<file path="src/rtl/sb_pkg.sv">
// Shared encodings and helpers for the system-bus arbiter family.
// Transfer/burst/response codes match the bus wire encodings.
package sb_pkg;

   typedef enum logic [1:0] {
      TRANS_IDLE   = 2'b00,
      TRANS_BUSY   = 2'b01,
      TRANS_NONSEQ = 2'b10,
      TRANS_SEQ    = 2'b11
   } trans_t;

   typedef enum logic [2:0] {
      BURST_SINGLE = 3'b000,
      BURST_INCR   = 3'b001,
      BURST_WRAP4  = 3'b010,
      BURST_INCR4  = 3'b011,
      BURST_WRAP8  = 3'b100,
      BURST_INCR8  = 3'b101,
      BURST_WRAP16 = 3'b110,
      BURST_INCR16 = 3'b111
   } burst_t;

   typedef enum logic [1:0] {
      RESP_OKAY  = 2'b00,
      RESP_ERROR = 2'b01,
      RESP_RETRY = 2'b10,
      RESP_SPLIT = 2'b11
   } resp_t;

   typedef enum logic [1:0] {
      ST_FREE   = 2'b00,
      ST_BURST  = 2'b01,
      ST_LOCKED = 2'b10
   } arb_state_t;

   localparam int BEAT_CNT_W = 4;

   // Remaining beats after the NONSEQ; zero means the burst is not counted.
   function automatic logic [BEAT_CNT_W-1:0] burst_beats_m1(input logic [2:0] burst);
      logic [BEAT_CNT_W-1:0] n;
      casez (burst)
         3'b01?:  n = 4'd3;
         3'b10?:  n = 4'd7;
         3'b11?:  n = 4'd15;
         default: n = 4'd0;
      endcase
      return n;
   endfunction

endpackage

</file>
<file path="src/rtl/sb_rr_picker.sv">
// Rotate-priority encoder: first set request at or after ptr, wrapping.
// Purely combinational; no flow control.
module sb_rr_picker #(
   parameter int N = 4,
   parameter int W = $clog2(N)
) (
   input  logic [N-1:0] req,
   input  logic [W-1:0] ptr,
   output logic [N-1:0] gnt,
   output logic [W-1:0] idx,
   output logic         vld
);

   always_comb begin
      int j;
      logic [W-1:0] pos;
      gnt = '0;
      idx = '0;
      vld = 1'b0;
      j   = 0;
      pos = '0;
      for (int i = 0; i < N; i++) begin
         j = int'(ptr) + i;
         if (j >= N) j = j - N;
         pos = W'(j);
         if (!vld && req[pos]) begin
            vld      = 1'b1;
            gnt[pos] = 1'b1;
            idx      = pos;
         end
      end
   end

endmodule

</file>
<file path="src/rtl/sb_arbiter_rr.sv">
// N-master round-robin bus arbiter with lock, counted-burst hold and split masking.
// Grant registered one cycle after decision; owner follows grant on the next ready cycle.
module sb_arbiter_rr
   import sb_pkg::*;
#(
   parameter int NUM_MASTERS    = 4,
   parameter int MASTER_W       = $clog2(NUM_MASTERS),
   parameter int DEFAULT_MASTER = 0
) (
   input  logic                   sb_clk,
   input  logic                   sb_resetn,
   input  logic [NUM_MASTERS-1:0] sb_busreq,
   input  logic [NUM_MASTERS-1:0] sb_lock,
   input  logic [1:0]             sb_trans_ar,
   input  logic [2:0]             sb_burst_ar,
   input  logic [1:0]             sb_resp_ar,
   input  logic                   sb_ready_ar,
   input  logic [NUM_MASTERS-1:0] sb_split_ar,
   output logic [NUM_MASTERS-1:0] sb_grant,
   output logic [MASTER_W-1:0]    sb_masters,
   output logic                   sb_mastlock
);

   localparam logic [NUM_MASTERS-1:0] DEF_GNT = NUM_MASTERS'(1) << DEFAULT_MASTER;
   localparam logic [MASTER_W-1:0]    DEF_IDX = MASTER_W'(DEFAULT_MASTER);

   arb_state_t             state_q, state_d;
   logic [BEAT_CNT_W-1:0]  cnt_q, cnt_d;
   logic [NUM_MASTERS-1:0] mask_q, mask_d, split_set;
   logic [MASTER_W-1:0]    gnt_idx_q, gnt_idx_d, rr_start, pick_idx;
   logic [NUM_MASTERS-1:0] grant_d, pick_gnt;
   logic                   pick_vld, owner_hold;
   trans_t                 trans;
   resp_t                  resp;

   assign trans      = trans_t'(sb_trans_ar);
   assign resp       = resp_t'(sb_resp_ar);
   assign owner_hold = sb_lock[gnt_idx_q] & sb_busreq[gnt_idx_q];
   assign rr_start   = (gnt_idx_q == MASTER_W'(NUM_MASTERS - 1)) ? '0
                                                                 : gnt_idx_q + MASTER_W'(1);

   sb_rr_picker #(.N(NUM_MASTERS), .W(MASTER_W)) u_picker (
      .req (sb_busreq & ~mask_q),
      .ptr (rr_start),
      .gnt (pick_gnt),
      .idx (pick_idx),
      .vld (pick_vld)
   );

   always_comb begin
      state_d = state_q;
      cnt_d   = cnt_q;
      case (state_q)
         ST_FREE: begin
            if (owner_hold) begin
               state_d = ST_LOCKED;
            end else if (sb_ready_ar && trans == TRANS_NONSEQ &&
                         burst_beats_m1(sb_burst_ar) != '0) begin
               state_d = ST_BURST;
               cnt_d   = burst_beats_m1(sb_burst_ar);
            end
         end
         ST_BURST: begin
            // IDLE or any non-OKAY response aborts the burst early
            if (trans == TRANS_IDLE || resp != RESP_OKAY) begin
               state_d = ST_FREE;
               cnt_d   = '0;
            end else if (sb_ready_ar && trans == TRANS_SEQ) begin
               cnt_d = cnt_q - 4'd1;
               if (cnt_q <= 4'd1) state_d = ST_FREE;
            end
         end
         ST_LOCKED: begin
            if (resp == RESP_SPLIT || (sb_ready_ar && !owner_hold)) state_d = ST_FREE;
         end
         default: state_d = ST_FREE;
      endcase
   end

   // Set wins over a release pulse on the same bit.
   assign split_set = (resp == RESP_SPLIT && !sb_ready_ar) ? (NUM_MASTERS'(1) << sb_masters) : '0;
   assign mask_d    = (mask_q & ~sb_split_ar) | split_set;

   always_comb begin
      grant_d   = sb_grant;
      gnt_idx_d = gnt_idx_q;
      if (state_d == ST_FREE) begin
         if (pick_vld) begin
            grant_d   = pick_gnt;
            gnt_idx_d = pick_idx;
         end else begin
            grant_d   = DEF_GNT;
            gnt_idx_d = DEF_IDX;
         end
      end
   end

   always_ff @(posedge sb_clk or negedge sb_resetn) begin
      if (!sb_resetn) begin
         state_q     <= ST_FREE;
         cnt_q       <= '0;
         mask_q      <= '0;
         gnt_idx_q   <= DEF_IDX;
         sb_grant    <= DEF_GNT;
         sb_masters  <= DEF_IDX;
         sb_mastlock <= 1'b0;
      end else begin
         state_q   <= state_d;
         cnt_q     <= cnt_d;
         mask_q    <= mask_d;
         gnt_idx_q <= gnt_idx_d;
         sb_grant  <= grant_d;
         if (sb_ready_ar) begin
            sb_masters  <= gnt_idx_q;
            sb_mastlock <= sb_lock[gnt_idx_q];
         end
      end
   end

endmodule

</file>
<file path="config.mk">
export PLATFORM = sky130hd
export DESIGN_NAME = sb_arbiter_rr
export DESIGN_NICKNAME = d
export VERILOG_FILES = /design/src/rtl/sb_pkg.sv /design/src/rtl/sb_rr_picker.sv /design/src/rtl/sb_arbiter_rr.sv
export SDC_FILE = /design/constraint.sdc
export NUM_CORES = 1
export LEC_CHECK = 0
export ABC_AREA = 1
export BUFFER_PORTS_ARGS = -buffer_cell sky130_fd_sc_hd__buf_2
export CORE_ASPECT_RATIO = 0.75
export CORE_MARGIN = 3
export CORE_UTILIZATION = 40
export CTS_BUF_LIST = sky130_fd_sc_hd__clkbuf_16
export DETAILED_ROUTE_END_ITERATION = 8
export GPL_TIMING_DRIVEN = 1
export SLEW_MARGIN = 20
export SYNTH_ARGS = -nofsm -noshare
export SYNTH_HDL_FRONTEND = slang
export SYNTH_SLANG_ARGS = --single-unit
</file>
<file path="constraint.sdc">
create_clock -name sb_clk -period 3.6 [get_ports sb_clk]
set_input_delay 0.36 -clock sb_clk [delete_from_list [all_inputs] [get_ports sb_clk]]
set_output_delay 0.36 -clock sb_clk [all_outputs]
set_load 0.02 [all_outputs]
</file>
[Word level (Yosys, flattened, before mapping)]
Index checks and enable logic that the tools add are counted.
Word-level totals
  bits in registers: 19
  input port bits: 22
Operators by class
  $add $sub $neg: 9
  order comparisons: 14
  equality and inequality tests: 12
  shift-type cells: 1
  mux-type cells: 55
  bitwise logic cells: 9
  reductions and logical operators: 26
Operator list (number)
  4-bit 2-to-1 mux: 12
  2-bit 2-to-1 mux: 16
  4-bit OR: 4
  2-bit by 3-bit < comparator with 1-bit output, second input constant: 5
  2-bit equality test, second input constant: 7
  1-bit 2-to-1 mux: 14
  1-bit binary-select mux with 2-bit select: 6
  1-bit logical AND: 12
  4-bit one-hot mux with 3 select lines: 1
  3-bit greater-or-equal comparator, second input constant: 3
  4-bit AND: 2
  1-bit demux with 2-bit select: 4
  2-bit by 1-bit greater-or-equal comparator with 1-bit output, second input constant: 4
  4-bit NOT: 2
  4-bit one-hot mux with 2 select lines: 1
  2-bit by 1-bit subtractor with 2-bit output, second input constant: 4
  2-bit by 2-bit adder with 3-bit output, second input constant: 2
  2-bit zero test: 3
  2-bit one-hot mux with 3 select lines: 1
  1-bit zero test: 5
  2-bit by 1-bit equality test with 1-bit output, second input constant: 2
  4-bit by 1-bit less-or-equal comparator with 1-bit output, second input constant: 1
  2-bit != test, second input constant: 2
  4-bit AND reduction: 1
  10 further kinds: 12

[Logic depth before layout (Yosys ltp)]
Gate-level depths: netlist (run 1).
  word-level depth: 17
  mapped depth: 15
  depth with buffers taken out: 15

[By module]
Synthesis (run 1) repeated with hierarchy kept, for this count alone.
Second synthesis, totals
  cells, all modules: 235
  area, all modules: 1604.0 sq um
By module, submodules not included
  sb_arbiter_rr: instances 1, cells each 161, area an instance 1163.6 sq um, sequential area each 476.7 sq um
  sb_rr_picker: instances 1, cells each 74, area an instance 440.4 sq um, sequential area each 0.0 sq um

[Worst setup path before layout (run 1)]
Ideal clock, no wire load.
  kind: register to register
  start: register gnt_idx_q[0]
  end: register sb_grant[1]
  library setup time: 116 ps
  data arrival time: 1776 ps
  data required time: 3484 ps
  setup slack: 1708 ps
  cell stages (with the launch flop): 13
  cell sequence: dfrtp_1 inv_4 ha_1 nor2_1 inv_1 nand3_2 nand2_2 nor2_8 nand3_1 nand3_1 inv_1 nand2_1 nand2_1
On the way
  longest elaborated chain between the ends: 17
Ends and longest elaborated chain
  start, declared: RTL line sb_arbiter_rr.sv:30  | logic [MASTER_W-1:0] gnt_idx_q, gnt_idx_d, rr_start, pick_idx;
  start signal, assigned: RTL line sb_arbiter_rr.sv:111  | gnt_idx_q <= gnt_idx_d;
  parallel branches: the longest is 17 deep, another holds 2-bit by 1-bit adder with 3-bit output
  end signal, assigned: RTL line sb_arbiter_rr.sv:112  | sb_grant <= grant_d;
  end, declared: RTL line sb_arbiter_rr.sv:19  | output logic [NUM_MASTERS-1:0] sb_grant,
Several ways; the timed one is not identified. The select of a mux whose other input is x is not followed.
A chain may end at the register's enable or synchronous reset.

[Worst setup path after layout (run 1)]
  start: register gnt_idx_q[0]
  end: register gnt_idx_q[1]
On the way
  longest elaborated chain between the ends: 17
Ends and longest elaborated chain
  parallel branches: the longest is 17 deep, another holds 2-bit by 1-bit adder with 3-bit output
Several ways; the timed one is not identified. The select of a mux whose other input is x is not followed.

==> impl_metrics.py, run 1 <==
metrics = {
    "run_status": {
        "status": "finished clean",
    },
    "placed_design": {
        "place_congestion": 0.827,
        "portBuffers": 27,
        "place_area_um2": 1760,
        "dp_hpwl_um": 2880,
        "place_inst": 306,
    },
    "finish": {
        "utilization": 0.523,
        "final_cell_mix": "nand2_1 (80), inv_1 (35), buf_2 (27)",
        "layout_commonest_cell": "nand2_1",
        "design_area_um2": 1840,
        "diodes": 0,
        "fillers": 390,
        "drive_gt1_frac": 0.208,
        "instances_no_fill": 310,
        "layout.nets": 293,
        "syn_to_final_growth_pct": 17.8,
    },
    "worst_setup_path": {
        "critPathRequiredTime_ps": 3740,
        "slowest_delay_ps": 630,
        "reg2reg_slack_ps": 1320,
        "r2r-end": "gnt_idx_q[1]",
        "cp_common_cell": "nand2_1",
        "r2r_start": "gnt_idx_q[0]",
        "crit_type": "reg2reg",
        "cp-end-kind": "flip-flop",
        "crit_chain": "inv_4 -> ha_1 -> nor2_1 -> inv_1 -> nand3_2 -> nand2_2 -> nand2_1 -> nand2_1 -> nand2_1 -> nand2_1 -> nand2_1 -> nand2_1 -> nand2_1 -> nand2_1",
        "worst_ep_arrival_time_ps": 2420,
        "crit_path_start": "gnt_idx_q[0]",
        "start_kind": "flip-flop",
        "cp_max_fo": 11,
        "crit_slowest_cell": "dfrtp_1",
        "reg2reg_depth": 14,
    },
    "sta": {
        "worst_slew_pin_slew_ps": 481,
        "fin_worst_skew_ps": 2.51,
        "rsz0062_at_grt": "no",
        "slew_headroom": 0.680,
        "hold_viol": 0,
        "fmax_ghz": 0.439,
        "min_period_over_period": 0.633,
        "slew_violations": 0,
        "period_needed_ps": 2280,
        "finalSetupViolCount": 0,
        "tns_ps": 0,
    },
    "cts": {
        "cts_buffers": 3,
        "cts.clk_slew.worst_paths_ps": 50,
        "cts-root-buf": "clkbuf_16",
        "h-tree-depth": 1,
        "cts_tree": "done",
        "postCtsSetupBuffers": 0,
        "max-clock-path-buffers": 2,
        "cts_resized": 0,
        "holdBufCountCts": 0,
        "cts.sinks": 19,
        "clkLatencyLatePin_ps": 250,
    },
    "power": {
        "p_sw_frac": 0.535,
        "internal_power_w": 0.000853,
        "peakVddDrop_uv": 600,
        "pwr-share-seq": 0.208,
        "netSwitchingPower_w": 0.000981,
        "p_total_w": 0.00183,
        "power_density_nw_per_um2": 998,
        "combPwrFrac": 0.669,
        "p_leak_nw": 1.03,
        "clkPwrFrac": 0.123,
    },
    "global_route": {
        "grt_pass1_wl_um": 6080,
        "grt_pass1_vias": 1318,
        "antenna_found_initial": 0,
        "grt_max_degree": 20,
        "grtUsageTotal": 0.165,
        "overflow": 0,
    },
    "drt": {
        "antenna_left": 0,
        "wire_per_inst_um": 11.4,
        "drtPass1Iterations": 4,
        "via_per_inst": 4.70,
        "wirelength_um": 3530,
        "drc": 0,
        "drtIter0Drc": 88,
        "vias": 1456,
    },
    "die": {
        "pin_count": 29,
        "core-area_um2": 3510,
        "die_h_um": 60.1,
        "rows": 18,
        "start_util": 0.444,
        "fp.dieArea_um2": 4690,
        "die_w_um": 78.1,
    },
    "synthesis": {
        "netlist_instances": 229,
        "synth_top_area_cell": "dfrtp_1",
        "synth-seq-area-share": 0.306,
        "netlist_area_um2": 1560,
        "ys_ff_latch": 19,
        "synthTopCellsByArea": "dfrtp_1 (29%), nand2_1 (19%), inv_1 (8.4%)",
        "synth_top_area_frac": 0.289,
        "yosys_warnings": 0,
        "synth.avg_cell_area_um2": 6.81,
        "synth_nets": 261,
        "synth.distinct_cells": 29,
    },
    "hold_path": {
        "hp-class": "in2async",
    },
    "run": {
        "cap_violations": 0,
    },
}
==> how the worst max path moves through the flow <==
stage | depth (start not counted) | to | slack (ps)
after detailed placement | 14 | gnt_idx_q[1] | 1370
after CTS | 14 | gnt_idx_q[1] | 1350
after global routing | 14 | gnt_idx_q[1] | 1130
after floorplan | 12 | sb_grant[1] | 1710
final | 14 | gnt_idx_q[1] | 1320
after global placement | 14 | gnt_idx_q[1] | 1350
==> stage by stage <==
stage / worst slack (ps) / hold slack [ps]
final: 1320 / 45.9
after detailed placement: 1370 / 325
after global routing: 1130 / 83.2
after global placement: 1350 / 327
after floorplan: 1710 / 64.4
after CTS: 1350 / 55.2
==> cells in the mapped netlist, drive strengths merged <==
cell type and n:
o21ai 14, nand4 5, a21oi 5, a31oi 1
nand3 21, dfrtp 18, nor2 18, o22ai 2
o21a 1, nor3 2, inv 37, o211ai 1
dfstp 1, o32ai 2, ha 10, nand2 87
nand3b 2, xnor2 1, nor3b 1
==> sequential cells by signal, summed over array words and instances, names as in the netlist <==
signal,flops
sb_mastlock,1
mask_q,4
cnt_q,4
state_q,2
sb_grant,4
sb_masters,2
gnt_idx_q,2
==> worst max-delay path: cells and delay by family (launching register included) <==
family,cells,cell delay (ps)
and+or+nand+nor,11,1030
DFF,1,630
adders and majority gates,1,260
buffers and inverters,2,240
==> kinds of logic (layout without fill, tap and decap cells) <==
group / count (synthesis) / in the layout / share of synthesized area
AND/OR/NAND/NOR: 136 / 136 / 0.417
buffers and inverters: 37 / 68 / 0.0907
AO/OA/AOI/OAI: 26 / 26 / 0.101
flip-flops: 19 / 19 / 0.306
adder cells (fa/ha/maj): 10 / 10 / 0.0803
XOR/XNOR: 1 / 1 / 0.00562
==> final cells by class <==
type | instances | area [um2] | area share
clock inverters | 1 | 5.00 | 0.00272
multi-input cells | 173 | 941 | 0.512
well taps | 50 | 62.6 | 0.0341
inverters | 37 | 141 | 0.0770
clock buffers | 3 | 75.1 | 0.0409
repair buffers | 27 | 135 | 0.0736
flip-flops and latches | 19 | 477 | 0.260
==> power groups by stage <==
stage	sequential [W]	clock (W)	combinational [W]
2_1_floorplan	0.000402	0	0.000935
3_3_place_gp	0.000383	0	0.00122
3_5_place_dp	0.000382	0	0.00122
4_1_cts	0.000381	0.000235	0.00122
5_1_grt	0.000395	0.000243	0.00139
6_report	0.000381	0.000225	0.00123
==> metal layers <==
metal | vias up | routed length, um | GRT usage | share of wire
met5 | - | 0 | 0 | 0
met4 | 0 | 18 | 0.0374 | 0.0051
met3 | 2 | 170 | 0.0452 | 0.048
met2 | 33 | 1420 | 0.230 | 0.40
met1 | 629 | 1930 | 0.250 | 0.55
li1 | 792 | - | - | -
Note: power is estimated with default switching activity, not from simulation.
==> inputs of run 2 (changes only) <==
==> constraint.sdc (replaced) <==
create_clock -name sb_clk -period 2.3 [get_ports sb_clk]
set_input_delay 0.23 -clock sb_clk [delete_from_list [all_inputs] [get_ports sb_clk]]
set_output_delay 0.23 -clock sb_clk [all_outputs]
set_load 0.02 [all_outputs]
==> impl_metrics.py, run 2 (same netlist as run 1, synthesis figures left out) <==
metrics = {
    "placed_design": {
        "post-place-ws_ps": 200,
        "place_congestion": 0.846,
        "dp_hpwl_um": 3010,
        "place_inst": 311,
        "place_area_um2": 1790,
        "portBuffers": 27,
    },
    "sta": {
        "finalSetupViolCount": 0,
        "slew_violations": 0,
        "timing.final.ws_setup_ps": 264,
        "rsz0062_at_grt": "no",
        "fmax_ghz": 0.491,
        "tns_ps": 0,
        "hold_viol": 0,
        "min_period_over_period": 0.885,
        "period_needed_ps": 2040,
        "worst_slew_pin_slew_ps": 439,
        "whs_ps": 156,
        "fin_worst_skew_ps": 1.10,
        "slew_headroom": 0.707,
    },
    "die": {
        "die_w_um": 78.1,
        "rows": 18,
        "pin_count": 29,
        "die_h_um": 60.1,
        "core-area_um2": 3510,
        "start_util": 0.444,
        "fp.dieArea_um2": 4690,
    },
    "drt": {
        "via_per_inst": 4.79,
        "drc": 0,
        "wirelength_um": 3700,
        "vias": 1513,
        "wire_per_inst_um": 11.7,
        "antenna_left": 0,
        "drtPass1Iterations": 4,
        "drtIter0Drc": 91,
    },
    "global_route": {
        "grtUsageTotal": 0.172,
        "overflow": 0,
        "grt_max_degree": 20,
        "grt_pass1_vias": 1398,
        "grt_pass1_wl_um": 6380,
        "antenna_found_initial": 0,
    },
    "worst_setup_path": {
        "crit_path_start": "gnt_idx_q[0]",
        "start_kind": "flip-flop",
        "reg2reg_depth": 14,
        "r2r-end": "gnt_idx_q[1]",
        "cp_max_fo": 7,
        "worst_ep_arrival_time_ps": 2180,
        "critPathRequiredTime_ps": 2440,
        "cp-end-kind": "flip-flop",
        "r2r_start": "gnt_idx_q[0]",
        "crit_type": "reg2reg",
        "reg2reg_slack_ps": 260,
        "worstSetupEndpoint": "gnt_idx_q[1]",
    },
    "finish": {
        "drive_gt1_frac": 0.226,
        "instances_no_fill": 316,
        "top_regs": "cnt_q x4, mask_q x4, sb_grant x4",
        "design_area_um2": 1890,
        "syn_to_final_growth_pct": 21.3,
        "final_cell_mix": "nand2_1 (80), inv_1 (35), buf_2 (27)",
        "layout_commonest_cell": "nand2_1",
        "diodes": 0,
        "layout.nets": 299,
    },
    "cts": {
        "cts.clk_slew.worst_paths_ps": 60,
        "cts_buffers": 3,
        "cts-root-buf": "clkbuf_16",
        "cts_tree": "done",
        "h-tree-depth": 1,
        "cts.sinks": 19,
        "clkLatencyLatePin_ps": 250,
        "max-clock-path-buffers": 2,
    },
    "run": {
        "cap_violations": 0,
    },
    "power": {
        "power_density_nw_per_um2": 1570,
        "peakVddDrop_uv": 926,
        "p_leak_nw": 1.06,
    },
    "hold_path": {
        "min_from": "sb_split_ar[0]",
        "hp-class": "in2reg",
    },
    "run_status": {
        "status": "finished clean",
    },
}
run 2: changes by cell type in the layout (fill, tap and decap cells not counted), sizes merged:
cell,before,now
buf,27,32
dlygate4sd3,0,1
run 2: report_power, final:
| part | internal (W) | total [W] | switching (W) |
|---|---|---|---|
| Combinational | 0.000696 | 0.00202 | 0.00132 |
| Sequential | 0.000468 | 0.000586 | 0.000118 |
| Clock | 0.000233 | 0.000359 | 0.000126 |
run 2: stage by stage:
stage,util,power [W]
after detailed placement,0.511,0.00259
after floorplan,-,0.00209
after global routing,0.538,0.00327
after CTS,0.536,0.00297
final,0.538,0.00296
after global placement,0.511,0.00259
run 2: worst min-delay path by stage:
stage,cells after the start,slack (ps),end
final,2,160,mask_q[0]
after global routing,2,160,mask_q[0]
after CTS,2,160,mask_q[0]
after detailed placement,1,200,gnt_idx_q[0]
after global placement,1,200,gnt_idx_q[0]
after floorplan,0,-70,cnt_q[0]
run 2: timing repair:
| item | CTS | global route |
|---|---|---|
| gates resized for setup | 0 | 2 |
| hold endpoints to repair | 18 | 0 |
| hold buffers | 1 | 0 |
| setup endpoints to repair | 0 | 1 |
| setup buffers | 0 | 0 |
run 2: worst max-delay path, cell delays in order, from the launching register on:
cell	delay (ps)
dfrtp_2	480
inv_4	70
ha_1	230
nor2_1	230
inv_1	80
nand3_2	110
nand2_2	140
nand2_1	170
nand2_1	60
nand2_1	60
nand2_1	50
nand2_1	70
nand2_1	60
nand2_1	50
nand2_1	50
run 2: routing by layer:
layer | wire (um) | vias up | global-route usage
li1 | - | 801 | -
met1 | 2020 | 676 | 0.268
met2 | 1480 | 34 | 0.248
met3 | 178 | 2 | 0.0361
met4 | 19 | 0 | 0.0224
met5 | 0 | - | 0
run 2: area by class of cell:
| type | instances | area, um2 |
|---|---|---|
| Clock buffer | 3 | 75.1 |
| Clock inverter | 1 | 5.00 |
| Fill cell | 379 | 1620 |
| Inverter | 37 | 141 |
| Multi-Input combinational cell | 173 | 946 |
| Sequential cell | 19 | 478 |
| Tap cell | 50 | 62.6 |
| Timing Repair Buffer | 33 | 183 |
==> inputs of run 3 (changes only) <==
--- a/config.mk
+++ b/config.mk
@@ -13,6 +13,7 @@
 export CTS_BUF_LIST = sky130_fd_sc_hd__clkbuf_16
 export DETAILED_ROUTE_END_ITERATION = 8
 export GPL_TIMING_DRIVEN = 1
+export HOLD_SLACK_MARGIN = 0.03
 export SLEW_MARGIN = 20
 export SYNTH_ARGS = -nofsm -noshare
 export SYNTH_HDL_FRONTEND = slang
==> constraint.sdc (replaced) <==
create_clock -name sb_clk -period 2.4 [get_ports sb_clk]
set_input_delay 0.24 -clock sb_clk [delete_from_list [all_inputs] [get_ports sb_clk]]
set_output_delay 0.24 -clock sb_clk [all_outputs]
set_load 0.02 [all_outputs]
==> impl_metrics.py, run 3 (same netlist as run 1, synthesis figures left out) <==
metrics = {
    "sta": {
        "period_needed_ps": 2130,
        "finalSetupViolCount": 0,
        "tns_ps": 0,
        "fin_worst_skew_ps": 1.98,
        "slew_headroom": 0.693,
        "worst_slew_pin_slew_ps": 459,
        "rsz0062_at_grt": "no",
        "fmax_ghz": 0.469,
        "min_period_over_period": 0.888,
        "timing.final.ws_setup_ps": 268,
        "hold_viol": 0,
        "slew_violations": 0,
    },
    "cts": {
        "cts_buffers": 3,
        "postCtsSetupBuffers": 0,
        "h-tree-depth": 1,
        "clkLatencyLatePin_ps": 250,
        "cts_tree": "done",
        "cts.sinks": 19,
        "cts.clk_slew.worst_paths_ps": 50,
        "cts-root-buf": "clkbuf_16",
        "max-clock-path-buffers": 2,
    },
    "finish": {
        "layout_commonest_cell": "nand2_1",
        "top_regs": "cnt_q x4, mask_q x4, sb_grant x4",
        "drive_gt1_frac": 0.217,
        "diodes": 0,
        "syn_to_final_growth_pct": 19.5,
        "instances_no_fill": 313,
        "final_cell_mix": "nand2_1 (80), inv_1 (35), buf_2 (27)",
        "layout.nets": 296,
        "utilization": 0.530,
        "fillers": 386,
    },
    "worst_setup_path": {
        "start_kind": "flip-flop",
        "reg2reg_depth": 14,
        "crit_type": "reg2reg",
        "crit_chain": "inv_1 -> ha_1 -> nor2_1 -> inv_1 -> nand3_2 -> nand2_2 -> nand2_1 -> nand2_1 -> nand2_1 -> nand2_1 -> nand2_1 -> nand2_1 -> nand2_1 -> nand2_1",
        "worst_ep_arrival_time_ps": 2270,
        "cp_common_cell": "nand2_1",
        "crit_slowest_cell": "dfrtp_1",
        "cp-end-kind": "flip-flop",
        "cp.depth": 14,
        "path_buf_inv": 2,
        "critPathTopFamily": "simple AND/OR/NAND/NOR gates",
        "critPathRequiredTime_ps": 2540,
        "cp_max_fo": 7,
        "slowest_delay_ps": 450,
    },
    "global_route": {
        "grtUsageTotal": 0.168,
        "grt_max_degree": 20,
        "antenna_found_initial": 0,
        "grt_pass1_vias": 1360,
        "grt_pass1_wl_um": 6230,
        "overflow": 0,
    },
    "die": {
        "pin_count": 29,
        "start_util": 0.444,
        "die_w_um": 78.1,
        "fp.dieArea_um2": 4690,
        "die_h_um": 60.1,
        "core-area_um2": 3510,
        "rows": 18,
    },
    "drt": {
        "via_per_inst": 4.76,
        "drtIter0Drc": 57,
        "wirelength_um": 3720,
        "vias": 1490,
        "drc": 0,
        "wire_per_inst_um": 11.9,
        "drtPass1Iterations": 4,
        "antenna_left": 0,
    },
    "placed_design": {
        "dp_hpwl_um": 2970,
        "place_inst": 308,
        "post-place-ws_ps": 246,
        "portBuffers": 27,
        "place_congestion": 0.814,
    },
    "power": {
        "p_leak_nw": 1.04,
        "peakVddDrop_uv": 939,
        "power_density_nw_per_um2": 1500,
    },
    "run_status": {
        "status": "finished clean",
    },
    "hold_path": {
        "worstHoldPathCells": 2,
        "hp-class": "in2reg",
    },
    "run": {
        "cap_violations": 0,
    },
}
==> run 3: final timing paths <==
kind | from | endpoint | slack [ps]
worst min register to register | sb_grant[0] | sb_grant[0] | 460
worst max-delay path | gnt_idx_q[1] | gnt_idx_q[1] | 270
max in group asynchronous | sb_resetn | sb_grant[0] | 1600
worst min-delay path | sb_split_ar[0] | mask_q[0] | 170
worst max register to register | gnt_idx_q[1] | gnt_idx_q[1] | 270
min in group asynchronous | sb_resetn | sb_grant[3] | 470
==> run 3: area by class of cell <==
cell class                 instances  area (um2)  area share
clock inverter                     1        5.00     0.00269
timing repair buffer              30         160      0.0860
clock buffer                       3        75.1      0.0403
multi-input combinational        173         941       0.505
tap                               50        62.6      0.0336
inverter                          37         141      0.0759
sequential                        19         478       0.257
==> run 3: where the power goes <==
group | internal, W | switching [W] | leakage [nW] | total (W)
logic | 0.000633 | 0.00126 | 0.763 | 0.00189
registers | 0.000449 | 0.000120 | 0.239 | 0.000569
clock network | 0.000223 | 0.000112 | 0.0409 | 0.000335
==> run 3: worst reg2reg max path, cell delays in order (launching register included) <==
cell and delay, ps:
dfrtp_1 450, inv_1 180, ha_1 260, nor2_1 230, inv_1 90, nand3_2 110
nand2_2 140, nand2_1 160, nand2_1 60, nand2_1 60, nand2_1 50, nand2_1 70
nand2_1 60, nand2_1 60, nand2_1 50
==> run 3: per-stage QoR <==
| step | instance area [um2] | hold WS, ps | total power, W |
|---|---|---|---|
| after floorplan | 1560 | -55.6 | 0.00201 |
| final | 1860 | 171 | 0.00280 |
| after CTS | 1860 | 168 | 0.00280 |
| after global routing | 1860 | 177 | 0.00309 |
| after detailed placement | 1770 | 207 | 0.00244 |
| after global placement | 1770 | 210 | 0.00244 |
==> run 3: repair_timing <==
| action | in CTS | in global routing |
|---|---|---|
| hold buffers | 1 | 0 |
| setup endpoints to repair | 0 | 1 |
| hold endpoints to repair | 18 | 0 |
| resized for setup | 0 | 1 |
==> run 3: routing by layer <==
metal | GRT usage | routed length [um] | up-vias
li1 | - | - | 802
met1 | 0.264 | 2070 | 648
met2 | 0.248 | 1490 | 38
met3 | 0.0316 | 155 | 2
met4 | 0.0150 | 12 | 0
met5 | 0 | 0 | -
